`src/rtl/multi_limb_adder_seq_pkg.sv`:
```
// Shared definitions for the multi-limb sequential adder: limb width, FSM
// state encoding and the limb-index width helper.
package multi_limb_adder_seq_pkg;

    localparam int LIMB_W = 8;

    typedef enum logic [1:0] {
        IDLE,
        RUN,
        DONE
    } state_e;

    // A single-limb build still needs a 1-bit index register.
    function automatic int idx_width(input int words);
        return (words > 1) ? $clog2(words) : 1;
    endfunction

endpackage

```
`src/rtl/multi_limb_adder_seq_parallel_adder.sv`:
```
// 8-bit parallel adder used as the single limb datapath of the sequencer.
// Purely combinational: {cout, sum} = a + b + cin.
module parallel_adder
    import multi_limb_adder_seq_pkg::*;
(
    input  logic [LIMB_W-1:0] a,
    input  logic [LIMB_W-1:0] b,
    input  logic              cin,
    output logic [LIMB_W-1:0] sum,
    output logic              cout
);

    logic [LIMB_W:0] total;

    always_comb begin
        total = {1'b0, a} + {1'b0, b} + {{LIMB_W{1'b0}}, cin};
    end

    assign sum  = total[LIMB_W-1:0];
    assign cout = total[LIMB_W];

endmodule

```
`src/rtl/multi_limb_adder_seq.sv`:
```
// Wide adder that reuses one 8-bit parallel_adder, one limb per clock, LSB first.
// Optional ADDER_OVF_EN adds the ovf port (two's-complement overflow of the full sum).
module multi_limb_adder_seq
    import multi_limb_adder_seq_pkg::*;
#(
    parameter int WORDS = 4
) (
    input  logic                      clk,
    input  logic                      rst,
    input  logic                      in_valid,
    output logic                      in_ready,
    input  logic [WORDS*LIMB_W-1:0]   op_a,
    input  logic [WORDS*LIMB_W-1:0]   op_b,
    input  logic                      cin,
    output logic                      out_valid,
    input  logic                      out_ready,
    output logic [WORDS*LIMB_W-1:0]   result,
`ifdef ADDER_OVF_EN
    output logic                      cout,
    output logic                      ovf
`else
    output logic                      cout
`endif
);

    localparam int IDX_W = idx_width(WORDS);
    localparam logic [IDX_W-1:0] LAST_IDX = IDX_W'(WORDS - 1);

    state_e                          state_q, state_d;
    logic [IDX_W-1:0]                idx_q, idx_d;
    logic                            carry_q, carry_d;
    logic [WORDS-1:0][LIMB_W-1:0]    a_q, a_d;
    logic [WORDS-1:0][LIMB_W-1:0]    b_q, b_d;
    logic [WORDS-1:0][LIMB_W-1:0]    result_q, result_d;
    logic                            cout_q, cout_d;
    logic                            ovf_q, ovf_d;

    logic [LIMB_W-1:0]               add_a, add_b, add_sum;
    logic                            add_cout;
    logic                            msb_carry_in;

    assign add_a = a_q[idx_q];
    assign add_b = b_q[idx_q];

    parallel_adder u_limb_adder (
        .a    (add_a),
        .b    (add_b),
        .cin  (carry_q),
        .sum  (add_sum),
        .cout (add_cout)
    );

    // Carry into the sign bit recovered from the sign-bit sum itself.
    assign msb_carry_in = add_a[LIMB_W-1] ^ add_b[LIMB_W-1] ^ add_sum[LIMB_W-1];

    always_comb begin
        state_d  = state_q;
        idx_d    = idx_q;
        carry_d  = carry_q;
        a_d      = a_q;
        b_d      = b_q;
        result_d = result_q;
        cout_d   = cout_q;
        ovf_d    = ovf_q;

        case (state_q)
            IDLE: begin
                if (in_valid) begin
                    a_d     = op_a;
                    b_d     = op_b;
                    carry_d = cin;
                    idx_d   = '0;
                    state_d = RUN;
                end
            end
            RUN: begin
                result_d[idx_q] = add_sum;
                carry_d         = add_cout;
                idx_d           = idx_q + 1'b1;
                if (idx_q == LAST_IDX) begin
                    cout_d  = add_cout;
                    ovf_d   = msb_carry_in ^ add_cout;
                    idx_d   = '0;
                    state_d = DONE;
                end
            end
            DONE: begin
                if (out_ready) begin
                    state_d = IDLE;
                end
            end
            default: begin
                state_d = IDLE;
            end
        endcase
    end

    always_ff @(posedge clk or posedge rst) begin
        if (rst) begin
            state_q  <= IDLE;
            idx_q    <= '0;
            carry_q  <= 1'b0;
            a_q      <= '0;
            b_q      <= '0;
            result_q <= '0;
            cout_q   <= 1'b0;
            ovf_q    <= 1'b0;
        end else begin
            state_q  <= state_d;
            idx_q    <= idx_d;
            carry_q  <= carry_d;
            a_q      <= a_d;
            b_q      <= b_d;
            result_q <= result_d;
            cout_q   <= cout_d;
            ovf_q    <= ovf_d;
        end
    end

    // in_ready must read 0 for the whole time rst is asserted, not just after an edge.
    assign in_ready  = (state_q == IDLE) && !rst;
    assign out_valid = (state_q == DONE);
    assign result    = result_q;
    assign cout      = cout_q;

`ifdef ADDER_OVF_EN
    assign ovf = ovf_q;
`else
    logic unused_ovf;
    assign unused_ovf = ovf_q;
`endif

endmodule

```
`config.mk`:
```
export PLATFORM = sky130hd
export DESIGN_NAME = multi_limb_adder_seq
export DESIGN_NICKNAME = d
export VERILOG_FILES = /design/src/rtl/multi_limb_adder_seq_pkg.sv /design/src/rtl/multi_limb_adder_seq_parallel_adder.sv /design/src/rtl/multi_limb_adder_seq.sv
export SDC_FILE = /design/constraint.sdc
export NUM_CORES = 1
export LEC_CHECK = 0
export ABC_AREA = 1
export BUFFER_PORTS_ARGS = -buffer_cell sky130_fd_sc_hd__buf_4
export CAP_MARGIN = 5
export CELL_PAD_IN_SITES_DETAIL_PLACEMENT = 0
export CELL_PAD_IN_SITES_GLOBAL_PLACEMENT = 1
export CORE_ASPECT_RATIO = 1.25
export CORE_MARGIN = 5
export CORE_UTILIZATION = 35
export DETAILED_ROUTE_END_ITERATION = 10
export MAX_ROUTING_LAYER = met4
export PLACE_DENSITY = 0.7
export SETUP_SLACK_MARGIN = 0.4
export SLEW_MARGIN = 20
export SYNTH_ARGS = -nofsm -noshare
export SYNTH_HDL_FRONTEND = slang
export SYNTH_HIERARCHICAL = 1
export SYNTH_SLANG_ARGS = --single-unit
```
`constraint.sdc`:
```
create_clock -name clk -period 6.8 [get_ports clk]
set_clock_uncertainty 0.05 [all_clocks]
set_input_delay 0.68 -clock clk [delete_from_list [all_inputs] [get_ports clk]]
set_output_delay 0.68 -clock clk [all_outputs]
set_load 0.005 [all_outputs]
```
==> metrics.log, run 1 <==
INFO  metric run_status = finished, final reports clean
INFO  metric grt_overflow_total = 0
INFO  metric die_ht = between 100 and 150 um
INFO  metric grt_first_pass_wirelength = between 20 and 25 mm
INFO  metric post_layout_nonfiller_instances = approximately 900
INFO  metric clockBufferDepth = 2
INFO  metric cts.hold.buffers_added = 0
INFO  metric drt-pass1-iter-count = 4
INFO  metric worst_path_max_delay_cell = clkinv_1
INFO  metric timing.critical_path.arrival = 3.59 ns
INFO  metric synth.most_common_cell = nand2_1
INFO  metric min_period_over_period = 0.5010
INFO  metric postRouteWirelength = around 13 mm
INFO  metric synth_common_cells = 358 x nand2_1, 102 x dfrtp_1, 69 x nand3_1
INFO  metric worstPathBufferInverterCount = 2
INFO  metric post_dp_cell_area = between 5000 and 6000 sq um
INFO  metric portion_of_the_post_synthesis_area_used_by_sequential_elements = 0.5066
INFO  metric rsz0062_at_grt = no
INFO  metric r2r-start = idx_q[0]
INFO  metric detail_route.iter0.violations = ~340
INFO  metric setup_viol = 0
INFO  metric footprint_of_the_multi_input_gates = ~2200 sq um
INFO  metric timing.rr.end = result[14]
INFO  metric setup.worst_path.start_class = flip-flop
INFO  metric number_of_global_route_vias_before_repair = 4434
INFO  metric die_outline_width = about 120 um
INFO  metric diodes = 0
INFO  metric cts_sinks = around 100
INFO  metric rows = slightly below 50
INFO  metric critical-path-top-cell-by-count = nand2_1
INFO  metric synthDominantAreaCellType = dfrtp_1
INFO  metric fin_worst_hold_slack = 0.3185 ns
INFO  metric ys.warnings.count = 6
INFO  metric grt_util_all_layers = 0.1682
INFO  metric synth_nets = 733
INFO  metric starting_density_of_the_core = 0.3527
INFO  metric cts.repair_timing.setup_buffer_count = 0
INFO  metric max_cap_check_violation_count = 0
INFO  metric min_path_type = input port to async pin
INFO  metric syn-instance-count = 651
INFO  metric route.detailed.drc = 0
INFO  metric cts_htree_levels = 3
INFO  metric finalNetCount = between 800 and 900
INFO  metric hold_viol_final = 0
INFO  metric postRouteAntennaNets = 0
INFO  metric cellLeakagePower = ~3.5 nW
INFO  metric crit_path_cell_trace = buf_4, clkinv_1, nand2_1, nand2_1, nand2_1, nand2_1, fa_1, fa_1, nand2_1, nand2_1, nand3b_4, nand2_1, nand2_1, nand2_1, nand2_1, nand2_1
INFO  metric layout-area-overhead-vs-synth = 22.70%
INFO  metric path_clk_slew = roughly 0.07 ns
INFO  metric worst-slew-pin-transition = approximately 0.87 ns
INFO  metric seqCellArea = 2552 sq um
INFO  metric yosys-top-cells-area = dfrtp_1 51%, nand2_1 27%, nand3_1 6.9%, ha_1 2.7%, o211ai_1 2.4%
INFO  metric final_period_minus_worst_setup_slack = 3.407 ns
INFO  metric synth.cell_area = around 5000 sq um
INFO  metric gp_congestion = ~0.85
INFO  metric synth_cell_type_count = 28
INFO  metric design.die.area = 16910 sq um
INFO  metric fraction_of_layout_cells_with_a_size_suffix_above_1 = 0.1819
INFO  metric ios = ~100
INFO  metric critical-path-max-stage-delay = around 0.58 ns
INFO  metric tritoncts.num_buffers = 9
INFO  metric dr_total_vias = around 4400
INFO  metric postSynthRegisterBits = between 100 and 150
INFO  metric critical_path_peak_fanout = 53
INFO  metric dr_vias_cell = between 4 and 5
INFO  metric std_cell_core_area = around 14000 sq um
INFO  metric ir_worst_vdd = ~0.23 mV
INFO  metric mean_instance_size_in_the_synthesized_netlist = 7.740 sq um
INFO  metric finalMaxSlewViolations = 0
INFO  metric num-fill-cells = between 1000 and 1500
INFO  metric clock_insertion_delay_worst_skew = between 0.3 and 0.4 ns
INFO  metric drt-wirelength-per-cell = about 14 um
INFO  metric fmax = 293.5 MHz
INFO  metric power_density = ~560 nW/um^2
INFO  metric synth.top_cell.area_share = 0.5066
INFO  metric buffer_ports.inserted = roughly 100
INFO  metric cp_data_required_time = about 7 ns
INFO  metric root_driver = clkbuf_16
INFO  metric antenna_violations_before_repair = 0
INFO  metric detailed_place_hpwl = 9.783 mm
INFO  metric placedCellCount = between 900 and 1000
INFO  metric r2r_setup_slack = between 3 and 4 ns
INFO  metric finalInstanceArea = approximately 6200 sq um
INFO  metric cts-resized-gates = 0
INFO  metric synth_enable_flop_cells = 0
INFO  metric worstSetupEndpointType = flip-flop
INFO  metric crit_type = flip-flop to flip-flop
INFO  metric cts_tree = done
INFO  metric cell_family_with_the_largest_share_of_critical_path_delay = simple AND/OR/NAND/NOR gates
INFO  metric async_s_r_ff_share_synth = 1.000
INFO  metric grt_max_degree = 68
INFO  metric maxSlewHeadroom = 0.4222
INFO  metric fin_tns_setup = 0 ns
INFO  metric ff2ff_path_depth = 16
INFO  metric dominantRegCellSynth = dfrtp_1
final cells by class:
type / instances / area share
Clock buffer: 14 / 0.04432
Clock inverter: 2 / 0.002429
Inverter: 33 / 0.02044
Multi-Input combinational cell: 485 / 0.3552
Sequential cell: 102 / 0.4129
Tap cell: 178 / 0.03603
Timing Repair Buffer: 106 / 0.1287
worst register-to-register path, delay by kind of cell (launching register included):
kind | cells | cell delay, ns
buffers and inverters | 2 | 1.01
adder cells (fa/ha/maj) | 2 | 0.89
AND/OR/NAND/NOR | 12 | 1.04
flip-flops | 1 | 0.32
layout by cell type, fill, tap and decap left out, types with 3 or more instances in the layout:
master     count
nor2_1         6
nand2_2        4
ha_1          11
buf_4        106
nand2_1      357
nand3_1       69
inv_1         29
o211ai_1      16
dfrtp_1      102
clkbuf_16      9
clkbuf_8       3
a21oi_1        3
report_power, final:
part	total [mW]	switching [mW]	internal [mW]
logic	1.85	1.17	0.678
registers	1.09	0.188	0.899
clock network	0.495	0.217	0.279
total	3.43	1.58	1.86
state kept, by name, summed over array words and instances, names as in the netlist:
signal   cells
a_q         32
b_q         32
carry_q      1
cout         1
idx_q        2
result      32
state_q      2
cell families after synthesis:
group / Yosys count / share of synthesized area
adder cells (fa/ha/maj): 13 / 0.03526
buffers and inverters: 64 / 0.06059
flip-flops: 102 / 0.5066
XOR/XNOR: 3 / 0.005216
AO/OA/AOI/OAI: 22 / 0.03030
AND/OR/NAND/NOR: 447 / 0.3621
layer usage:
metal,wire [um],global-route usage
met4,228,0.04887
met3,609,0.03130
met2,6250,0.2700
met5,0,-
met1,6177,0.2188
per-stage QoR:
stage | power, mW | utilization | setup WS (ns)
finish | 3.432 | 0.4328 | 3.393
global route | 3.775 | 0.4328 | 2.996
CTS | 3.492 | 0.4328 | 3.375
detailed placement | 2.982 | 0.4125 | 3.389
global placement | 2.953 | 0.4122 | 3.455
floorplan | 2.361 | - | 3.395
worst max path at each step:
stage | from | to | slack, ns | depth (start not counted)
floorplan | rst | a_q[0] | 3.39 | 1
global placement | idx_q[0] | result[6] | 3.46 | 16
detailed placement | idx_q[0] | result[14] | 3.39 | 16
CTS | idx_q[0] | result[14] | 3.38 | 16
global route | idx_q[0] | result[6] | 3.00 | 16
finish | idx_q[0] | result[14] | 3.39 | 16
No activity file was read; power rests on OpenSTA's default activity.
==> run 2: changes to the inputs <==
clock period = 3.15 ns   (was 6.8 ns; I/O delays follow)
==> run 2 against run 1 <==
Effect of this change: combinational power rose by 120%; sequential power rose by 110%; setup slack got worse by 2.8 ns; register-to-register slack got worse by 2.8 ns.
==> metrics.log, run 2 (synthesized netlist as in run 1, its figures left out) <==
INFO  metric drt-pass1-iter-count = 4 (unchanged)
INFO  metric clock_insertion_delay_worst_skew = 0.34 ns (about the same)
INFO  metric hold_path_depth = 2
INFO  metric p_int = 4.122 mW (was 1.856 mW)
INFO  metric worst-slew-pin-transition = 0.7185 ns (was 0.8667 ns)
INFO  metric worst_setup_path_startpoint = idx_q[0] (unchanged)
INFO  metric final_period_minus_worst_setup_slack = 2.555 ns (was 3.407 ns)
INFO  metric power.share.combinational = 0.547 (was 0.539)
INFO  metric min_period_over_period = 0.8110 (was 0.5010)
INFO  metric timing.critical_path.arrival = 2.74 ns (was 3.59 ns)
INFO  metric grt_first_pass_wirelength = 22.20 mm (was 22.45 mm)
INFO  metric dr_vias_cell = 4.625 (was 4.743)
INFO  metric design.die.area = 16910 sq um (unchanged)
INFO  metric buffer_ports.inserted = 103 (unchanged)
INFO  metric root_driver = clkbuf_16 (unchanged)
INFO  metric gp_congestion = 0.8205 (was 0.8457)
INFO  metric std_cell_core_area = 14290 sq um (unchanged)
INFO  metric fmax = 391.4 MHz (was 293.5 MHz)
INFO  metric footprint_of_the_multi_input_gates = 2203 sq um (was 2196 sq um)
INFO  metric timing.hold.worst.start = out_ready
INFO  metric grt_util_all_layers = 0.1651 (was 0.1682)
INFO  metric placedCellCount = 911 (was 904)
INFO  metric setup_viol = 0 (unchanged)
INFO  metric postRouteWirelength = 13.25 mm (was 13.27 mm)
INFO  metric total_power = 7.550 mW (was 3.432 mW)
INFO  metric ff2ff_path_depth = 16 (unchanged)
INFO  metric cellLeakagePower = 3.519 nW (was 3.451 nW)
INFO  metric detailed_place_hpwl = 9.966 mm (was 9.783 mm)
INFO  metric grt_max_degree = 67 (was 68)
INFO  metric crit_type = flip-flop to flip-flop (unchanged)
INFO  metric antenna_violations_before_repair = 0 (unchanged)
INFO  metric ios = 104 (unchanged)
INFO  metric final_cell_mix = 357 x nand2_1, 115 x buf_4, 101 x dfrtp_1 (was 357 x nand2_1, 106 x buf_4, 102 x dfrtp_1)
INFO  metric ir_worst_vdd = 0.5864 mV (was 0.2336 mV)
INFO  metric hold_viol_final = 0 (unchanged)
INFO  metric drt-wirelength-per-cell = 14.25 um (was 14.42 um)
INFO  metric fin_ws = 0.5954 ns (was 3.393 ns)
INFO  metric cts_htree_levels = 3 (unchanged)
INFO  metric setup.worst_path.start_class = flip-flop (unchanged)
INFO  metric run_status = finished, final reports clean (unchanged)
INFO  metric worstSetupEndpointType = flip-flop (unchanged)
INFO  metric net-switching-power = 3.428 mW (was 1.576 mW)
INFO  metric critical_path_peak_fanout = 9 (was 53)
INFO  metric route.detailed.drc = 0 (unchanged)
INFO  metric diodes = 0 (unchanged)
INFO  metric num-fill-cells = 1504 (was 1489)
INFO  metric switching_power_share_of_the_total = 0.4540 (was 0.4593)
INFO  metric seqCellArea = 2554 sq um (was 2552 sq um)
INFO  metric clock_power_share = 0.145 (was 0.144)
INFO  metric r2r-start = idx_q[0] (unchanged)
INFO  metric rsz0062_at_grt = no (unchanged)
INFO  metric maxSlewHeadroom = 0.5210 (was 0.4222)
INFO  metric detailedPlace.worstSlack = 0.3780 ns (was 3.389 ns)
INFO  metric post_layout_nonfiller_instances = 930 (was 920)
INFO  metric cp_data_required_time = 3.33 ns (was 6.98 ns)
INFO  metric path_clk_slew = 0.06 ns (was 0.07 ns)
INFO  metric finalMaxSlewViolations = 0 (unchanged)
INFO  metric max_cap_check_violation_count = 0 (unchanged)
INFO  metric fin_tns_setup = 0 ns (unchanged)
INFO  metric finalNetCount = 830 (was 819)
INFO  metric cts_tree = done (unchanged)
INFO  metric die_outline_width = 117.3 um (unchanged)
INFO  metric tritoncts.num_buffers = 9 (unchanged)
INFO  metric fraction_of_layout_cells_with_a_size_suffix_above_1 = 0.1995 (was 0.1819)
INFO  metric postRouteAntennaNets = 0 (unchanged)
INFO  metric dr_total_vias = 4301 (was 4364)
INFO  metric number_of_global_route_vias_before_repair = 4458 (was 4434)
INFO  metric clockBufferDepth = 2 (unchanged)
INFO  metric detail_route.iter0.violations = 301 (was 344)
INFO  metric rows = 49 (unchanged)
INFO  metric power_density = 1202 nW/um^2 (was 555.1 nW/um^2)
INFO  metric layout_commonest_cell = nand2_1 (unchanged)
INFO  metric cts_sinks = 102 (unchanged)
INFO  metric starting_density_of_the_core = 0.3527 (unchanged)
INFO  metric die_ht = 144.1 um (unchanged)
INFO  metric pwr-share-seq = 0.307 (was 0.317)
INFO  metric min_path_type = input port to flip-flop (was input port to async pin)
INFO  metric layout-area-overhead-vs-synth = 24.66% (was 22.70%)
INFO  metric grt_overflow_total = 0 (unchanged)
[run 2: cell count changes in the layout (fill, tap and decap cells not counted), moves of 2 or more]
cell | previous run | this run
buf_4 | 106 | 115
clkinv_1 | 2 | 0
clkbuf_1 | 2 | 0
clkinv_2 | 0 | 4
clkbuf_8 | 3 | 1
[run 2: worst paths after layout]
| check | end | slack, ns |
|---|---|---|
| min in group asynchronous | result[19] | 0.46 |
| worst max-delay path | result[6] | 0.60 |
| worst min-delay path | state_q[1] | 0.11 |
| worst min register to register | b_q[21] | 0.43 |
| worst max register to register | result[6] | 0.60 |
| max in group asynchronous | idx_q[0] | 1.54 |
[run 2: area by class of cell]
| cell class | count | area share |
|---|---|---|
| clock buffers | 10 | 0.03805 |
| inverters | 33 | 0.02131 |
| multi-input cells | 485 | 0.3508 |
| well taps | 178 | 0.03546 |
| clock inverters | 5 | 0.007968 |
| flip-flops and latches | 102 | 0.4066 |
| repair buffers | 117 | 0.1398 |
[run 2: through the flow]
| stage | area, sq um | hold slack, ns | utilization |
|---|---|---|---|
| 6_report | 6281 | 0.1124 | 0.4397 |
| 5_1_grt | 6281 | 0.09886 | 0.4397 |
| 4_1_cts | 6247 | 0.09903 | 0.4373 |
| 3_5_place_dp | 5947 | 0.2695 | 0.4163 |
| 3_3_place_gp | 5942 | 0.2675 | 0.4160 |
| 2_1_floorplan | 5042 | 0.3614 | - |
[run 2: critical path: stages (launching register included)]
cell and delay (ns):
dfrtp_2 0.40, buf_2 0.18, inv_4 0.07, nand2_1 0.06
nand2_1 0.04, nand2_1 0.05, nand2_1 0.08, fa_1 0.47
fa_1 0.42, nand2_1 0.09, nand2_1 0.10, nand3b_4 0.09
nand2_1 0.06, nand2_1 0.06, nand2_1 0.09, nand2_1 0.08
nand2_1 0.05
[run 2: power by group through the flow]
stage                     clock network (mW)  logic, mW  registers [mW]
after detailed placement                   0       4.13            2.35
after global routing                    1.18       4.73            2.40
after floorplan                            0       2.85            2.24
final                                   1.10       4.13            2.32
after global placement                     0       4.08            2.33
after CTS                               1.12       4.14            2.33
[run 2: metal layers]
layer  wire [um]  share of wire  global-route usage  up-vias
met4         284          0.021             0.05437        0
met1        6247           0.47              0.2117     1975
met5           0              0                   -        -
met3         492          0.037             0.02817       16
li1            -              -                   -     2222
met2        6229           0.47              0.2676       88
[run 2: what timing repair did]
item,CTS,global route
pin swaps,0,0
gates cloned,0,0
endpoints found under the setup margin,14,22
hold buffers,1,0
resized for setup,1,5
setup buffers,0,3
endpoints found under the hold margin,14,0
==> run 3: changes to the inputs <==
clock period = 2.5 ns   (was 3.15 ns; I/O delays follow)
==> run 3 against run 2 <==
Effect of this change: the run now ends with negative hold slack left; clock-buffer cell count unchanged; cell count increased by 0.43%; sequential share of layout area fell by 1.5 points; cell area up 3.8%; via count increased by 3.3%; register-to-register slack got worse by 0.41 ns; maximum frequency grew 10%; sequential cell count stayed put; non-clock buffer count rose by 5; largest cell class unchanged; highest routed layer unchanged.
==> metrics.log, run 3 (synthesized netlist as in run 1, its figures left out) <==
INFO  metric num-fill-cells = 1464 (was 1504)
INFO  metric grt_max_degree = 103 (was 67)
INFO  metric power_density = 1637 nW/um^2 (was 1202 nW/um^2)
INFO  metric path_clk_slew = 0.07 ns (was 0.06 ns)
INFO  metric critical-path-top-cell-by-count = nand2_2 (was nand2_1)
INFO  metric route.detailed.drc = 0 (unchanged)
INFO  metric placedCellCount = 914 (was 911)
INFO  metric max_cap_check_violation_count = 0 (unchanged)
INFO  metric dr_total_vias = 4443 (was 4301)
INFO  metric clockBufferDepth = 2 (unchanged)
INFO  metric detail_route.iter0.violations = 273 (was 301)
INFO  metric clock_power_share = 0.117 (was 0.145)
INFO  metric final_cell_mix = 334 x nand2_1, 117 x buf_4, 101 x dfrtp_1 (was 357 x nand2_1, 115 x buf_4, 101 x dfrtp_1)
INFO  metric fin_tns_setup = 0 ns (unchanged)
INFO  metric final_period_minus_worst_setup_slack = 2.316 ns (was 2.555 ns)
INFO  metric net-switching-power = 4.881 mW (was 3.428 mW)
INFO  metric min_period_over_period = 0.9265 (was 0.8110)
INFO  metric tritoncts.num_buffers = 9 (unchanged)
INFO  metric p_int = 5.796 mW (was 4.122 mW)
INFO  metric critical-path-max-stage-delay = 0.42 ns (was 0.47 ns)
INFO  metric buffer_ports.inserted = 103 (unchanged)
INFO  metric gp_congestion = 0.8591 (was 0.8205)
INFO  metric cp_data_required_time = 2.68 ns (was 3.33 ns)
INFO  metric worstSetupEndpointType = flip-flop (unchanged)
INFO  metric post-route-util = 0.4566 (was 0.4397)
INFO  metric die_outline_width = 117.3 um (unchanged)
INFO  metric setup.worst_path.start_class = flip-flop (unchanged)
INFO  metric root_driver = clkbuf_16 (unchanged)
INFO  metric crit_type = flip-flop to flip-flop (unchanged)
INFO  metric detailed_place_hpwl = 10.43 mm (was 9.966 mm)
INFO  metric diodes = 0 (unchanged)
INFO  metric worstPathBufferInverterCount = 2 (unchanged)
INFO  metric timing.critical_path.arrival = 2.49 ns (was 2.74 ns)
INFO  metric grt_overflow_total = 0 (unchanged)
INFO  metric layout_commonest_cell = nand2_1 (unchanged)
INFO  metric power.share.combinational = 0.603 (was 0.547)
INFO  metric grt_util_all_layers = 0.1731 (was 0.1651)
INFO  metric cts_htree_levels = 3 (unchanged)
INFO  metric drt-pass1-iter-count = 4 (unchanged)
INFO  metric cts_sinks = 102 (unchanged)
INFO  metric ios = 104 (unchanged)
INFO  metric die_ht = 144.1 um (unchanged)
INFO  metric pwr-share-seq = 0.280 (was 0.307)
INFO  metric switching_power_share_of_the_total = 0.4571 (was 0.4540)
INFO  metric rows = 49 (unchanged)
INFO  metric finalMaxSlewViolations = 0 (unchanged)
INFO  metric hold_viol_final = 8 (was 0)
INFO  metric rsz0062_at_grt = yes (was no)
INFO  metric dr_vias_cell = 4.757 (was 4.625)
INFO  metric number_of_global_route_vias_before_repair = 4476 (was 4458)
INFO  metric post_layout_nonfiller_instances = 934 (was 930)
INFO  metric worst-slew-pin-transition = 0.6562 ns (was 0.7185 ns)
INFO  metric critical_path_peak_fanout = 6 (was 9)
INFO  metric min_path_type = input port to async pin (was input port to flip-flop)
INFO  metric cts_tree = done (unchanged)
INFO  metric worst_path_max_delay_cell = dfrtp_2 (was fa_1)
INFO  metric fmax = 431.7 MHz (was 391.4 MHz)
INFO  metric failing_checks = negative hold slack
INFO  metric ir_worst_vdd = 0.7430 mV (was 0.5864 mV)
INFO  metric r2r_setup_slack = 0.18 ns (was 0.60 ns)
INFO  metric starting_density_of_the_core = 0.3527 (unchanged)
INFO  metric postRouteWirelength = 13.95 mm (was 13.25 mm)
INFO  metric fin_worst_hold_slack = -0.01740 ns (was 0.1124 ns)
INFO  metric crit_path_cell_trace = buf_6, inv_8, nand2_4, nand2_2, nand2_2, nand2_2, fa_2, fa_2, nand2_2, nand2_4, nand3b_4, nand2_4, nand2_2, nand2_4, nand2_2, nand2_2 (was buf_2, inv_4, nand2_1, nand2_1, nand2_1, nand2_1, fa_1, fa_1, nand2_1, nand2_1, nand3b_4, nand2_1, nand2_1, nand2_1, nand2_1, nand2_1)
INFO  metric run_status = finished, violations left (was finished, final reports clean)
INFO  metric maxSlewHeadroom = 0.5609 (was 0.5210)
INFO  metric cellLeakagePower = 3.554 nW (was 3.519 nW)
INFO  metric drt-wirelength-per-cell = 14.93 um (was 14.25 um)
INFO  metric finalNetCount = 835 (was 830)
INFO  metric antenna_violations_before_repair = 0 (unchanged)
INFO  metric cell_family_with_the_largest_share_of_critical_path_delay = adder cells (unchanged)
INFO  metric std_cell_core_area = 14290 sq um (unchanged)
INFO  metric clock_insertion_delay_worst_skew = 0.34 ns (about the same)
INFO  metric setup_viol = 0 (unchanged)
INFO  metric grt_first_pass_wirelength = 23.10 mm (was 22.20 mm)
INFO  metric layout-area-overhead-vs-synth = 29.45% (was 24.66%)
INFO  metric design.die.area = 16910 sq um (unchanged)
INFO  metric postRouteAntennaNets = 0 (unchanged)
INFO  metric fraction_of_layout_cells_with_a_size_suffix_above_1 = 0.2500 (was 0.1995)
## run 3: cell count changes in the layout (fill, tap and decap cells not counted), moves of 3 or more
cell,previous run,this run
nand2_4,1,5
buf_6,0,3
ha_1,11,6
nand2_1,357,334
ha_4,0,5
nand2_2,4,23
## run 3: stage by stage
stage          instance area [sq um]  total power, mW  worst slack [ns]
2_1_floorplan                   5116            6.623            0.1918
3_3_place_gp                    6016            8.372           0.08348
3_5_place_dp                    6016            8.461           0.03030
4_1_cts                         6422            10.32            0.1968
5_1_grt                         6523            11.62           0.05495
6_report                        6523            10.68            0.1836
## run 3: per-layer routing
metal,track usage,share of wire
met3,0.02934,0.036
met1,0.2202,0.45
met5,-,0
met4,0.05131,0.021
met2,0.2858,0.50
## run 3: layout make-up
cell class | count | area (sq um) | share of cell area
repair buffers | 122 | 952.2 | 0.1460
multi-input cells | 485 | 2399 | 0.3677
clock buffers | 10 | 229.0 | 0.03510
inverters | 33 | 140.1 | 0.02148
well taps | 178 | 222.7 | 0.03415
flip-flops and latches | 102 | 2554 | 0.3915
clock inverters | 4 | 26.28 | 0.004028
## run 3: final timing paths
path | start | endpoint | depth (start not counted)
setup / recovery | idx_q[0] | result[6] | 16
hold / removal | rst | state_q[1] | 3
setup reg to reg | idx_q[0] | result[6] | 16
hold reg to reg | a_q[15] | a_q[15] | 2
max in group asynchronous | rst | a_q[26] | 3
min in group clk | out_ready | state_q[1] | 2
## run 3: worst min-delay path, cell delays in order
cell,delay (ns)
buf_4,0.12
clkinvlp_4,0.07
buf_12,0.38
## run 3: power by group through the flow
stage	clock [mW]	combinational (mW)	sequential [mW]
after detailed placement	0	5.43	3.03
after global placement	0	5.35	3.02
after global routing	1.35	7.19	3.09
final	1.25	6.44	2.99
after floorplan	0	3.79	2.83
after CTS	1.28	6.04	3.00
## run 3: timing repair
item	4_1_cts	5_1_grt
hold buffers	0	0
setup buffers	6	0
pin swaps	13	22
endpoints found under the setup margin	30	30
resized for setup	18	28
